### config.mk
export PLATFORM = sky130hd
export DESIGN_NAME = arm7tdmi_exception_ctrl
export DESIGN_NICKNAME = d
export VERILOG_FILES = /design/src/rtl/arm7tdmi_exception_ctrl.sv
export SDC_FILE = /design/constraint.sdc
export NUM_CORES = 1
export LEC_CHECK = 0
export BUFFER_PORTS_ARGS = -buffer_cell sky130_fd_sc_hd__buf_2
export CAP_MARGIN = 20
export CELL_PAD_IN_SITES_DETAIL_PLACEMENT = 0
export CELL_PAD_IN_SITES_GLOBAL_PLACEMENT = 2
export CORE_MARGIN = 1
export CORE_UTILIZATION = 29
export DETAILED_ROUTE_END_ITERATION = 16
export MAX_ROUTING_LAYER = met4
export PLACE_DENSITY_LB_ADDON = 0.1
export SYNTH_ARGS = -nofsm -noshare
export SYNTH_HDL_FRONTEND = slang
export SYNTH_SLANG_ARGS = --single-unit
### constraint.sdc
create_clock -name clk -period 4.6 [get_ports clk]
set_input_delay 0.69 -clock clk [delete_from_list [all_inputs] [get_ports clk]]
set_output_delay 0.69 -clock clk [all_outputs]
set_load 0.01 [all_outputs]
### src/rtl/arm7tdmi_exception_ctrl.sv
`default_nettype none
// ============================================================================
// Module      : arm7tdmi_exception_ctrl
// Description : Exception entry sequencer. Priority-encodes abort, interrupt
//               and undefined/SWI requests, then writes SPSR/LR, switches
//               CPSR and redirects fetch to the vector. Also performs the
//               reset-vector entry after reset release.
// Revision    : 1.0 - initial release
// ============================================================================
module arm7tdmi_exception_ctrl #(
  parameter bit HIVECS = 1'b0
) (
  input  logic        clk,
  input  logic        rst,
  input  logic        undef_req,
  input  logic        swi_req,
  input  logic        pabt_req,
  input  logic        dabt_req,
  input  logic        irq,
  input  logic        fiq,
  input  logic [31:0] instr_pc,
  input  logic [31:0] next_pc,
  input  logic [31:0] cpsr_in,
  output logic        exc_busy,
  output logic [2:0]  exc_kind,
  output logic        spsr_we,
  output logic [4:0]  spsr_mode,
  output logic [31:0] spsr_out,
  output logic        lr_we,
  output logic [4:0]  lr_mode,
  output logic [31:0] lr_out,
  output logic        cpsr_we,
  output logic [31:0] cpsr_out,
  output logic        pc_load,
  output logic [31:0] pc_target,
  output logic        flush
);

  typedef enum logic [2:0] {
    S_HOLD    = 3'd0,
    S_RST_VEC = 3'd1,
    S_IDLE    = 3'd2,
    S_SAVE    = 3'd3,
    S_VECTOR  = 3'd4
  } state_t;

  localparam logic [2:0]  C_KIND_RST  = 3'd1;
  localparam logic [2:0]  C_KIND_UND  = 3'd2;
  localparam logic [2:0]  C_KIND_SWI  = 3'd3;
  localparam logic [2:0]  C_KIND_PABT = 3'd4;
  localparam logic [2:0]  C_KIND_DABT = 3'd5;
  localparam logic [2:0]  C_KIND_IRQ  = 3'd6;
  localparam logic [2:0]  C_KIND_FIQ  = 3'd7;

  localparam logic [4:0]  C_MODE_FIQ = 5'b10001;
  localparam logic [4:0]  C_MODE_IRQ = 5'b10010;
  localparam logic [4:0]  C_MODE_SVC = 5'b10011;
  localparam logic [4:0]  C_MODE_ABT = 5'b10111;
  localparam logic [4:0]  C_MODE_UND = 5'b11011;

  localparam logic [31:0] C_BASE      = HIVECS ? 32'hFFFF_0000 : 32'h0000_0000;
  localparam logic [31:0] C_RESET_PSR = 32'h0000_00D3;

  state_t      state_q, state_d;
  logic [2:0]  kind_q, kind_d;
  logic [31:0] saved_cpsr_q, saved_cpsr_d;
  logic [31:0] lr_q, lr_d;
  logic [4:0]  mode_q, mode_d;

  logic [2:0]  cand_kind;
  logic [31:0] cand_lr;
  logic [4:0]  cand_mode;
  logic [31:0] sync_lr;
  logic [31:0] vec_offset;
  logic [31:0] new_cpsr;

  // Highest-priority pending request with its return address and target mode
  always_comb begin
    sync_lr   = instr_pc + (cpsr_in[5] ? 32'd2 : 32'd4);
    cand_kind = 3'd0;
    cand_lr   = 32'd0;
    cand_mode = 5'd0;
    if (dabt_req) begin
      cand_kind = C_KIND_DABT; cand_lr = instr_pc + 32'd8; cand_mode = C_MODE_ABT;
    end else if (fiq && !cpsr_in[6]) begin
      cand_kind = C_KIND_FIQ;  cand_lr = next_pc + 32'd4;  cand_mode = C_MODE_FIQ;
    end else if (irq && !cpsr_in[7]) begin
      cand_kind = C_KIND_IRQ;  cand_lr = next_pc + 32'd4;  cand_mode = C_MODE_IRQ;
    end else if (pabt_req) begin
      cand_kind = C_KIND_PABT; cand_lr = instr_pc + 32'd4; cand_mode = C_MODE_ABT;
    end else if (undef_req) begin
      cand_kind = C_KIND_UND;  cand_lr = sync_lr;          cand_mode = C_MODE_UND;
    end else if (swi_req) begin
      cand_kind = C_KIND_SWI;  cand_lr = sync_lr;          cand_mode = C_MODE_SVC;
    end
  end

  // Next-state and capture logic; the request context is frozen on leaving IDLE
  always_comb begin
    state_d      = state_q;
    kind_d       = kind_q;
    saved_cpsr_d = saved_cpsr_q;
    lr_d         = lr_q;
    mode_d       = mode_q;
    case (state_q)
      S_HOLD:    state_d = S_RST_VEC;
      S_RST_VEC: state_d = S_IDLE;
      S_IDLE: begin
        if (cand_kind != 3'd0) begin
          state_d      = S_SAVE;
          kind_d       = cand_kind;
          saved_cpsr_d = cpsr_in;
          lr_d         = cand_lr;
          mode_d       = cand_mode;
        end
      end
      S_SAVE:    state_d = S_VECTOR;
      S_VECTOR:  state_d = S_IDLE;
      default:   state_d = S_HOLD;
    endcase
  end

  // State and context registers; reset parks the sequencer in HOLD
  always_ff @(posedge clk) begin
    if (rst) begin
      state_q      <= S_HOLD;
      kind_q       <= 3'd0;
      saved_cpsr_q <= 32'd0;
      lr_q         <= 32'd0;
      mode_q       <= 5'd0;
    end else begin
      state_q      <= state_d;
      kind_q       <= kind_d;
      saved_cpsr_q <= saved_cpsr_d;
      lr_q         <= lr_d;
      mode_q       <= mode_d;
    end
  end

  // Moore output decode from the state and the captured context
  always_comb begin
    case (kind_q)
      C_KIND_UND:  vec_offset = 32'h04;
      C_KIND_SWI:  vec_offset = 32'h08;
      C_KIND_PABT: vec_offset = 32'h0C;
      C_KIND_DABT: vec_offset = 32'h10;
      C_KIND_IRQ:  vec_offset = 32'h18;
      C_KIND_FIQ:  vec_offset = 32'h1C;
      default:     vec_offset = 32'h00;
    endcase
    new_cpsr = {saved_cpsr_q[31:8], 1'b1,
                (kind_q == C_KIND_FIQ) ? 1'b1 : saved_cpsr_q[6],
                1'b0, mode_q};

    exc_busy  = 1'b0;
    exc_kind  = 3'd0;
    spsr_we   = 1'b0;
    spsr_mode = 5'd0;
    spsr_out  = 32'd0;
    lr_we     = 1'b0;
    lr_mode   = 5'd0;
    lr_out    = 32'd0;
    cpsr_we   = 1'b0;
    cpsr_out  = 32'd0;
    pc_load   = 1'b0;
    pc_target = 32'd0;
    flush     = 1'b0;
    case (state_q)
      S_RST_VEC: begin
        exc_busy  = 1'b1;
        exc_kind  = C_KIND_RST;
        cpsr_we   = 1'b1;
        cpsr_out  = C_RESET_PSR;
        pc_load   = 1'b1;
        pc_target = C_BASE;
        flush     = 1'b1;
      end
      S_SAVE: begin
        exc_busy  = 1'b1;
        exc_kind  = kind_q;
        spsr_we   = 1'b1;
        spsr_mode = mode_q;
        spsr_out  = saved_cpsr_q;
        lr_we     = 1'b1;
        lr_mode   = mode_q;
        lr_out    = lr_q;
      end
      S_VECTOR: begin
        exc_busy  = 1'b1;
        exc_kind  = kind_q;
        cpsr_we   = 1'b1;
        cpsr_out  = new_cpsr;
        pc_load   = 1'b1;
        pc_target = C_BASE | vec_offset;
        flush     = 1'b1;
      end
      default: ;
    endcase
  end

endmodule
`default_nettype wire

# [Word level (Yosys, flattened, before mapping)]
# Index checks and enable logic that the tools add are counted.
[op_classes] add_sub_neg=4 n_eq_ne=11 reduce_logical=10 n_mux=32
[op_table] cell="32-bit two-way mux" count=9
[op_table] cell="32-bit by 3-bit adder with 32-bit output, second input constant" count=2
[op_table] cell="32-bit one-hot mux with 2 select lines" count=1
[op_table] cell="5-bit two-way mux" count=7
[op_table] cell="32-bit by 3-bit adder with 32-bit output" count=1
[op_table] cell="32-bit by 4-bit adder with 32-bit output, second input constant" count=1
[op_table] cell="5-bit one-hot mux with 6 select lines" count=1
[op_table] cell="3-bit two-way mux" count=6
[op_table] cell="3-bit equality test, second input constant" count=5
[op_table] cell="3-bit by 2-bit equality test with 1-bit output, second input constant" count=4
[op_table] cell="3-bit one-hot mux with 4 select lines" count=1
[op_table] cell="3-bit one-hot mux with 2 select lines" count=1
[op_table] cell="1-bit two-way mux" count=4
[op_table] cell="2-bit two-way mux" count=2
[op_table] cell="2-bit OR reduction" count=2
[op_table] cell="3-bit by 1-bit equality test with 1-bit output, second input constant" count=1
[op_table] cell="3-bit logical NOT" count=1
[op_table] cell="3-bit nonzero test" count=1
[op_table] cell="3-bit OR reduction" count=1
[op_table] cell="1-bit logical AND" count=2
[op_table] cell="1-bit logical NOT" count=2
[op_table] cell="2-bit != test, second input constant" count=1
[op_table] cell="2-bit AND reduction" count=1
[word_totals] register_bits=75 in_bits=104 word_cells=62 output_inout_bits=147

# [Logic depth before layout (Yosys ltp)]
# Gate-level depths: netlist of the first run.
[depth] depth_word=9 mapped_depth=9 depth_no_buf=8

# [Worst setup path after synthesis of the first run]
# Ideal clock, no wire load.
[synth_path] path_kind="in2reg" from="input port instr_pc[3]" to="register lr_q[19]" path_buffers=2 required_ps=4478 setup_slack_ps=2215 arrival_time_ps=2263 path_stages=9 setup_time_ps=122 path_cell_list="ha_1 > buf_2 > nand2_2 > or4_4 > buf_6 > o21ba_1 > o21a_1 > nor3_1 > o21ai_1"
[synth_via] elab_chain_len=7 word_cells_on_any_way=9 cone_classes="3 x add/sub; 6 x mux"
[synth_rtl] element="start, declared" line="21" source="input logic [31:0] instr_pc,"
[synth_rtl] element="32-bit by 3-bit adder with 32-bit output" line="79" source="sync_lr = instr_pc + (cpsr_in[5] ? 32'd2 : 32'd4);"
[synth_rtl] element="32-bit two-way mux" line="93" source="end else if (swi_req) begin"
[synth_rtl] element="32-bit two-way mux" line="91" source="end else if (undef_req) begin"
[synth_rtl] element="32-bit two-way mux" line="89" source="end else if (pabt_req) begin"
[synth_rtl] element="32-bit two-way mux" line="87" source="end else if (irq && !cpsr_in[7]) begin"
[synth_rtl] element="32-bit two-way mux" line="85" source="end else if (fiq && !cpsr_in[6]) begin"
[synth_rtl] element="32-bit two-way mux *" line="83" source="if (dabt_req) begin"
[synth_rtl] element="end signal, assigned" line="135" source="lr_q <= lr_d;"
[synth_rtl] element="end, declared" line="67" source="logic [31:0] lr_q, lr_d;"
# Mark *: on every way between the ends. The rest lies on a longest branch, timed or not.
# A chain may end at the register's enable or synchronous reset.

# [Final worst setup path of the first run]
[layout_path] from="register state_q[1]" to="output port spsr_mode[0]"
[layout_via] elab_chain_len=2
[layout_rtl] element="start, declared" line="64" source="state_t state_q, state_d;"
[layout_rtl] element="start signal, assigned" line="132" source="state_q <= state_d;"
[layout_rtl] element="3-bit by 2-bit equality test with 1-bit output" line="168" source="case (state_q)"
[layout_rtl] element="5-bit two-way mux" line="168"
[layout_rtl] element="end, declared" line="27" source="output logic [4:0] spsr_mode,"
# Every way passes these cells.

==> reports/metrics.yaml, run 1 <==
routing:
  drt-total-wl_um: 29200
  drcViolationCount: 0
  routedWlPerCell_um: 20.3
  drt_iter0_markers: 483
  drt_pass1_iterations: 5
  antenna_left: 0
  avgViaCountPerCell: 5.28
  route.vias.total: 7589
logic_synthesis:
  synth_enable_flop_cells: 0
  yosysTopAreaCell: "dfxtp_1"
  syn-instance-count: 968
  synth_area_um2: 6910
  synth_area_leaders: "dfxtp_1 (22%), nand2_1 (6.7%), and2_1 (6.4%), buf_4 (5.3%), xnor2_1 (5.3%)"
  ys.flop_type: "dfxtp_1"
  synth_top_area_share: 0.217
  synth.ff_latch_count: 75
  synth.avg_cell_area_um2: 7.14
  yosysSeqAreaShare: 0.217
  synth.distinct_cells: 78
  yosysWarningCount: 0
  ys_async_sr_fraction: 0
cells_and_area:
  area_delta_synth_final_pct: 19.2
  fin_nets: 1224
  final_common_cell: "buf_2"
  drive_gt1_frac: 0.245
  final-seq-area_um2: 1500
  mostFrequentLayoutCells: "buf_2 (220), nand2_1 (123), dfxtp_1 (75)"
  final_util: 0.352
  multi_input_area_um2: 4790
  finalInstanceArea_um2: 8230
  num_antenna_cells: 0
  fillCellCount: 2661
sta:
  rsz0062_at_grt: "no"
  worst_pin_slew_ns: 1.15
  slew_viol_final: 0
  max_freq_mhz: 298
  finalClockSkew_ns: 0.0125
  setup_viol: 0
  layout_min_cycle_time_ns: 3.36
  finalCritPeriodShare: 0.730
  relSlewSlack: 0.227
  final.setup.worst_slack_ns: 1.24
  finalHoldViolCount: 0
  holdWs_ns: 0.454
  totalNegativeSetupSlack_ns: 0
floorplanning:
  chipWidth_um: 156
  die_h_um: 156
  core_area_um2: 23400
  io_pins: 251
  num_rows: 56
  start_util: 0.295
  dieArea_um2: 24400
grt:
  antenna_found_initial: 0
  grt_start_max_net_pins: 68
  first_global_vias: 7060
  grt_usage: 0.245
  grt_first_pass_wirelength_um: 43800
  grt_overflow: 0
worst_setup_path:
  crit_chain: "inv_1 -> nor2_4 -> buf_4 -> and2_1 -> buf_2"
  critPathLaunchType: "flop"
  reg2reg_setup_slack_ns: 2.19
  slowest_delay_ns: 0.53
  arrival_ns: 2.67
  critPathSlowestCell: "dfxtp_1"
  crit_family: "buffers and inverters"
  cp_max_fo: 67
  cp-end-kind: "output port"
  worst-path-buf-inv: 3
  cp.required_ns: 3.91
  setup.worst_path.class: "reg2out"
hold_path:
  min_path_type: "reg2reg"
clocking:
  cts.hold.buffers_added: 0
  htreeDepth: 3
  clk_pin_slew_worst_paths_ns: 0.07
  cts_resized: 0
  cts_root_buf: "clkbuf_16"
  postCtsSetupBuffers: 0
  numCtsBuffers: 9
  clock_sink_count: 75
  cts_tree: "done"
  cts.path.max_buffers: 2
  clk_latency_ns: 0.35
place:
  preCtsSetupSlack_ns: 1.35
  finalWeightedCongestion: 0.845
  placed_area_um2: 7940
  dp_hpwl_um: 22100
  port_buffers: 220
run_status:
  status: "finished clean"
job:
  drv_cap: 0
pwr:
  irDropWorstVdd_mv: 0.216
  p_per_area_nw_per_um2: 240
  leakagePower_nw: 3.47
[final timing paths]
path              startpoint         endpoint  cells after the start
max               state_q[1]     spsr_mode[0]                      5
min          saved_cpsr_q[3]  saved_cpsr_q[3]                      2
min reg2reg  saved_cpsr_q[3]  saved_cpsr_q[3]                      2
max reg2reg       state_q[1]        mode_q[0]                      5
[tightest hold or removal path: stages (launching register included)]
cell and delay, ns:
dfxtp_1 0.31, nand2_1 0.05, a21oi_1 0.05
[report_power, final]
part,total (mW),internal [mW],switching (mW)
clock network,0.740,0.419,0.321
logic,0.503,0.169,0.335
registers,0.730,0.695,0.0348
total,1.97,1.28,0.690
[cell families (layout without fill, tap and decap cells)]
group,Yosys count,after routing,share of synthesized area
AO/OA/AOI/OAI,215,215,0.207
XOR/XNOR,81,81,0.103
adder cells (fa/ha/maj),6,6,0.0120
buffers and inverters,141,262,0.109
flip-flops,75,75,0.217
multiplexers,6,6,0.00888
other,1,30,0.000543
AND/OR/NAND/NOR,443,443,0.342
[state kept, by name, indices dropped and copies added (netlist names)]
register	count
lr_q	32
saved_cpsr_q	32
mode_q	5
kind_q	3
state_q	3
[per-stage QoR]
stage	power, mW	std cells
finish	1.97	1437
CTS	1.99	1437
global route	2.07	1437
global placement	1.25	1422
detailed placement	1.25	1422
floorplan	1.07	997
[cell usage after synthesis (6+ instances only)]
| cell | count |
|---|---|
| a31oi_1 | 6 |
| nor2_1 | 64 |
| nand4_1 | 23 |
| xor2_1 | 39 |
| a21oi_1 | 70 |
| and2_1 | 71 |
| and3_1 | 34 |
| a221oi_1 | 10 |
| nand3_1 | 32 |
| a22oi_1 | 7 |
| xnor2_1 | 42 |
| and4_1 | 7 |
| o221ai_1 | 7 |
| buf_2 | 18 |
| dfxtp_1 | 75 |
| buf_4 | 49 |
| o22ai_1 | 15 |
| clkbuf_1 | 55 |
| inv_1 | 12 |
| o32ai_1 | 6 |
| o21ai_0 | 22 |
| o211ai_1 | 6 |
| o21ai_1 | 7 |
| nand2b_1 | 8 |
| nor3_1 | 33 |
| nor4_1 | 14 |
| nand2_1 | 123 |
| a211oi_1 | 9 |
[layout make-up]
cell class | instances | area share
inverter | 13 | 0.00593
sequential | 75 | 0.182
clock inverter | 6 | 0.00805
multi-input combinational | 781 | 0.581
tap | 319 | 0.0485
timing repair buffer | 234 | 0.147
clock buffer | 9 | 0.0274
[per-layer routing]
metal,wire [um],up-vias,part of all wire,global-route usage
met4,760,0,0.026,0.0817
met1,13300,3590,0.46,0.325
li1,-,3677,-,-
met2,13400,288,0.46,0.386
met3,1720,34,0.059,0.0271
met5,0,-,0,-
Power figures use the tool's default switching activity.
==> run 2: changes to the inputs <==
--- a/config.mk
+++ b/config.mk
@@ -10,7 +10,7 @@
 export CELL_PAD_IN_SITES_DETAIL_PLACEMENT = 0
 export CELL_PAD_IN_SITES_GLOBAL_PLACEMENT = 2
 export CORE_MARGIN = 1
-export CORE_UTILIZATION = 29
+export CORE_UTILIZATION = 27
 export DETAILED_ROUTE_END_ITERATION = 16
 export MAX_ROUTING_LAYER = met4
 export PLACE_DENSITY_LB_ADDON = 0.1
==> constraint.sdc (replaced) <==
create_clock -name clk -period 3.32 [get_ports clk]
set_input_delay 0.498 -clock clk [delete_from_list [all_inputs] [get_ports clk]]
set_output_delay 0.498 -clock clk [all_outputs]
set_load 0.01 [all_outputs]
==> reports/metrics.yaml, run 2 (same netlist as run 1, synthesis figures left out) <==
run_status:
  status: "finished clean"
sta:
  worst_pin_slew_ns: 0.875
  rsz0062_at_grt: "no"
  max_freq_mhz: 365
  finalHoldViolCount: 0
  totalNegativeSetupSlack_ns: 0
  setup_viol: 0
  slew_viol_final: 0
  finalCritPeriodShare: 0.825
  finalClockSkew_ns: 0.0105
  relSlewSlack: 0.415
  layout_min_cycle_time_ns: 2.74
floorplanning:
  core_area_um2: 25100
  start_util: 0.275
  io_pins: 251
  dieArea_um2: 26200
  num_rows: 58
  die_h_um: 162
  chipWidth_um: 162
place:
  dp_hpwl_um: 23400
  placed_cells: 1456
  port_buffers: 220
  finalWeightedCongestion: 0.835
  placed_area_um2: 8130
worst_setup_path:
  cp.required_ns: 2.82
  slowest_delay_ns: 0.51
  critPathSlowestCell: "dfxtp_1"
  crit_chain: "inv_1 -> nor2_4 -> buf_4 -> and2_1 -> buf_2"
  cp_max_fo: 37
  critPathLaunchType: "flop"
  arrival_ns: 2.24
  setup.worst_path.class: "reg2out"
  cp-end-kind: "output port"
clocking:
  htreeDepth: 3
  postCtsSetupBuffers: 0
  cts_root_buf: "clkbuf_16"
  cts.path.max_buffers: 2
  cts_resized: 0
  clk_latency_ns: 0.35
  clock_sink_count: 75
  cts_tree: "done"
  numCtsBuffers: 9
  clk_pin_slew_worst_paths_ns: 0.07
  cts.hold.buffers_added: 0
grt:
  first_global_vias: 7164
  grt_overflow: 0
  grt_usage: 0.237
  grt_start_max_net_pins: 65
  antenna_found_initial: 1
  grt_first_pass_wirelength_um: 45800
routing:
  route.vias.total: 7676
  avgViaCountPerCell: 5.21
  met2_length_um: 14000
  wl_met3_um: 1710
  drt-total-wl_um: 30400
  drt_pass1_iterations: 5
  antenna_left: 0
  top_layer: "met4"
  routedWlPerCell_um: 20.6
  drt_iter0_markers: 577
  met1Wirelength_um: 14000
  drcViolationCount: 0
pwr:
  p_per_area_nw_per_um2: 337
  combinationalPowerShare: 0.254
  netSwitchingFraction: 0.341
  power_switching_uw: 969
  leakagePower_nw: 3.60
  irDropWorstVdd_mv: 0.172
  clkPwrFrac: 0.390
  internal_power_mw: 1.87
  seqPwrFrac: 0.356
cells_and_area:
  drive_gt1_frac: 0.259
  mostFrequentLayoutCells: "buf_2 (220), nand2_1 (123), dfxtp_1 (75)"
  area_delta_synth_final_pct: 22.2
  fin_cells: 1472
  num_antenna_cells: 0
  finalInstanceArea_um2: 8440
  fin_nets: 1247
  reg.largest.list: "lr_q x32, saved_cpsr_q x32, mode_q x5"
  final_common_cell: "buf_2"
hold_path:
  min_path_type: "in2reg"
job:
  drv_cap: 0
run 2: path summary, 6_finish.rpt:
| check | startpoint | endpoint | slack (ns) | cells past startpoint |
|---|---|---|---|---|
| setup reg to reg | state_q[1] | lr_q[25] | 0.98 | 5 |
| setup / recovery | state_q[1] | lr_mode[3] | 0.58 | 5 |
| hold / removal | cpsr_in[15] | saved_cpsr_q[15] | 0.38 | 3 |
| hold reg to reg | lr_q[4] | lr_q[4] | 0.45 | 2 |
run 2: routing by layer:
| metal | global-route usage | up-vias |
|---|---|---|
| li1 | - | 3713 |
| met1 | 0.310 | 3631 |
| met2 | 0.373 | 291 |
| met3 | 0.0370 | 41 |
| met4 | 0.0738 | 0 |
| met5 | - | - |
run 2: power groups by stage:
stage | Sequential (mW) | Combinational [mW] | Clock (mW)
after global placement | 1.03 | 0.725 | 0
after CTS | 1.01 | 0.723 | 1.14
after global routing | 1.02 | 0.793 | 1.17
final | 1.01 | 0.723 | 1.11
after floorplan | 1.01 | 0.481 | 0
after detailed placement | 1.03 | 0.720 | 0
run 2: per-stage QoR:
stage,hold slack (ns),worst slack [ns],util,power [mW]
2_1_floorplan,0.411,1.13,-,1.49
3_3_place_gp,0.439,0.640,0.324,1.76
3_5_place_dp,0.447,0.634,0.324,1.75
4_1_cts,0.366,0.556,0.336,2.88
5_1_grt,0.369,0.361,0.336,2.99
6_report,0.380,0.580,0.336,2.84
run 2: cell type report:
| class | count | area, um2 |
|---|---|---|
| Timing Repair Buffer | 257 | 1380 |
| Clock inverter | 6 | 87.6 |
| Sequential cell | 75 | 1500 |
| Tap cell | 330 | 413 |
| Multi-Input combinational cell | 781 | 4780 |
| Fill cell | 2825 | 16700 |
| Inverter | 13 | 48.8 |
| Clock buffer | 10 | 229 |
run 2: worst max-delay path, delay by kind of cell, from the launching register on:
kind / cells / cell delay, ns
buffers and inverters: 3 / 0.95
DFF: 1 / 0.51
and+or+nand+nor: 2 / 0.43
==> run 3: changes to the inputs <==
--- a/config.mk
+++ b/config.mk
@@ -5,12 +5,13 @@
 export SDC_FILE = /design/constraint.sdc
 export NUM_CORES = 1
 export LEC_CHECK = 0
+export ABC_AREA = 1
 export BUFFER_PORTS_ARGS = -buffer_cell sky130_fd_sc_hd__buf_2
 export CAP_MARGIN = 20
 export CELL_PAD_IN_SITES_DETAIL_PLACEMENT = 0
 export CELL_PAD_IN_SITES_GLOBAL_PLACEMENT = 2
 export CORE_MARGIN = 1
-export CORE_UTILIZATION = 27
+export CORE_UTILIZATION = 22
 export DETAILED_ROUTE_END_ITERATION = 16
 export MAX_ROUTING_LAYER = met4
 export PLACE_DENSITY_LB_ADDON = 0.1
==> constraint.sdc (replaced) <==
create_clock -name clk -period 2.4 [get_ports clk]
set_input_delay 0.36 -clock clk [delete_from_list [all_inputs] [get_ports clk]]
set_output_delay 0.36 -clock clk [all_outputs]
set_load 0.01 [all_outputs]
==> reports/metrics.yaml, run 3 <==
place:
  port_buffers: 220
  placed_area_um2: 8750
  preCtsSetupSlack_ns: 0.150
  finalWeightedCongestion: 0.886
  dp_hpwl_um: 26600
  placed_cells: 1895
clocking:
  numCtsBuffers: 9
  cts.path.max_buffers: 2
  cts_root_buf: "clkbuf_16"
  cts_tree: "done"
  cts.hold.buffers_added: 0
  postCtsSetupBuffers: 0
  clk_latency_ns: 0.36
  htreeDepth: 3
  clk_pin_slew_worst_paths_ns: 0.07
  cts_resized: 0
  clock_sink_count: 75
pwr:
  irDropWorstVdd_mv: 0.328
  power_switching_mw: 1.46
  seqPwrFrac: 0.361
  combinationalPowerShare: 0.282
  leakagePower_nw: 4.18
  netSwitchingFraction: 0.375
  clkPwrFrac: 0.357
  internal_power_mw: 2.43
  p_per_area_nw_per_um2: 429
floorplanning:
  chipWidth_um: 183
  num_rows: 65
  io_pins: 251
  start_util: 0.226
  die_h_um: 183
  core_area_um2: 31900
  dieArea_um2: 33400
logic_synthesis:
  synth_area_leaders: "dfxtp_1 (21%), nand2_1 (13%), nor2_1 (9.8%), nand3_1 (9.1%), inv_1 (8.7%)"
  synth.avg_cell_area_um2: 5.66
  synth_top_area_share: 0.209
  synth.distinct_cells: 44
  synth.ff_latch_count: 75
  synth_area_um2: 7190
  yosysSeqAreaShare: 0.209
  synthMostInstantiatedCell: "nand2_1"
  ys.flop_type: "dfxtp_1"
  yosysWarningCount: 0
  synth_enable_flop_cells: 0
  syn-instance-count: 1270
  ys_async_sr_fraction: 0
  yosysTopAreaCell: "dfxtp_1"
  synthTopCellsByCount: "nand2_1 (248), nor2_1 (188), inv_1 (167)"
cells_and_area:
  area_delta_synth_final_pct: 26.0
  fin_cells: 1916
  reg.largest.list: "lr_q x32, saved_cpsr_q x32, mode_q x5"
  finalInstanceArea_um2: 9060
  fin_nets: 1584
  drive_gt1_frac: 0.231
  final_common_cell: "nand2_1"
  fillCellCount: 3821
  final_util: 0.284
  mostFrequentLayoutCells: "nand2_1 (248), buf_2 (220), nor2_1 (188)"
grt:
  first_global_vias: 8261
  grt_usage: 0.208
  grt_overflow: 0
  antenna_found_initial: 2
  grt_start_max_net_pins: 69
  grt_first_pass_wirelength_um: 50600
routing:
  drt_iter0_markers: 449
  antenna_left: 0
  drt-total-wl_um: 33600
  routedWlPerCell_um: 17.5
  route.vias.total: 8582
  drt_pass1_iterations: 5
  drcViolationCount: 0
  avgViaCountPerCell: 4.48
worst_setup_path:
  critPathSlowestCell: "dfxtp_1"
  cp.required_ns: 2.04
  reg2reg_setup_slack_ns: 0.80
  setup.worst_path.class: "reg2out"
  reg2reg_from: "state_q[2]"
  cp-end-kind: "output port"
  r2r_end: "lr_q[1]"
  r2r_cells: 8
  crit_family: "buffers and inverters"
  crit_chain: "inv_1 -> nor3_1 -> inv_2 -> buf_12 -> nor2_1 -> buf_2"
  worst-path-buf-inv: 4
  critPathLaunchType: "flop"
  slowest_delay_ns: 0.35
  arrival_ns: 1.84
  cp_max_fo: 54
job:
  drv_cap: 0
hold_path:
  min_path_type: "in2reg"
  hold_depth: 3
  hp-start: "cpsr_in[19]"
  hold_path_end: "saved_cpsr_q[19]"
sta:
  finalHoldViolCount: 0
  rsz0062_at_grt: "no"
  totalNegativeSetupSlack_ns: 0
  finalClockSkew_ns: 0.0113
  relSlewSlack: 0.656
  max_freq_mhz: 454
  final.setup.worst_slack_ns: 0.199
  worst_pin_slew_ns: 0.516
  setup_viol: 0
  finalCritPeriodShare: 0.917
  slew_viol_final: 0
  layout_min_cycle_time_ns: 2.20
run_status:
  status: "finished clean"
==> run 3: cell types whose count changed after synthesis, moves of 18 or more <==
cell	before	now
a21oi_1	70	104
and2_1	71	0
and3_1	34	0
clkbuf_1	55	31
inv_1	12	167
nand2_1	123	248
nand3_1	32	131
nor2_1	64	188
nor3_1	33	9
o21ai_0	22	106
xnor2_1	42	0
xor2_1	39	21
==> run 3: worst max-delay path by stage <==
stage	startpoint	endpoint	cells past startpoint
2_1_floorplan	state_q[0]	spsr_mode[0]	6
3_3_place_gp	instr_pc[2]	lr_q[30]	12
3_5_place_dp	instr_pc[1]	lr_q[17]	12
4_1_cts	state_q[0]	lr_out[18]	6
5_1_grt	state_q[2]	cpsr_out[6]	7
6_report	state_q[0]	lr_out[18]	6
==> run 3: kinds of logic after synthesis <==
logic type,count (synthesis),share of synthesized area
AO/OA/AOI/OAI,243,0.178
adder cells (fa/ha/maj),6,0.0115
buffers and inverters,268,0.166
AND/OR/NAND/NOR,656,0.409
XOR/XNOR,21,0.0256
flip-flops,75,0.209
other,1,0.000521
==> run 3: area by class of cell <==
class / instances / area (um2) / share of cell area
diodes: 2 / 5.00 / 0.000552
clock buffers: 9 / 225 / 0.0248
clock inverters: 7 / 58.8 / 0.00649
inverters: 176 / 661 / 0.0729
multi-input cells: 956 / 4610 / 0.509
flip-flops and latches: 75 / 1500 / 0.166
well taps: 435 / 544 / 0.0600
repair buffers: 256 / 1460 / 0.161
==> run 3: tightest hold or removal path, stage by stage <==
cell     delay [ns]
buf_2          0.07
o21ai_0        0.07
a21oi_1        0.10
==> run 3: routing by layer <==
| metal | vias to the layer above | part of all wire | GRT usage |
|---|---|---|---|
| li1 | 4408 | - | - |
| met5 | - | 0 | - |
| met4 | 0 | 0.026 | 0.0707 |
| met2 | 214 | 0.46 | 0.340 |
| met1 | 3921 | 0.46 | 0.267 |
| met3 | 39 | 0.047 | 0.0232 |
==> run 3: power groups by stage <==
stage / sequential (mW) / combinational (mW) / clock [mW]
after floorplan: 1.41 / 0.678 / 0
after detailed placement: 1.43 / 1.10 / 0
after global routing: 1.42 / 1.24 / 1.48
after CTS: 1.40 / 1.11 / 1.43
after global placement: 1.43 / 1.11 / 0
final: 1.40 / 1.10 / 1.39
==> run 3: through the flow <==
| step | total power, mW | hold slack [ns] |
|---|---|---|
| 3_3_place_gp | 2.54 | 0.446 |
| 5_1_grt | 4.14 | 0.286 |
| 2_1_floorplan | 2.09 | 0.430 |
| 3_5_place_dp | 2.53 | 0.448 |
| 4_1_cts | 3.95 | 0.264 |
| 6_report | 3.89 | 0.279 |
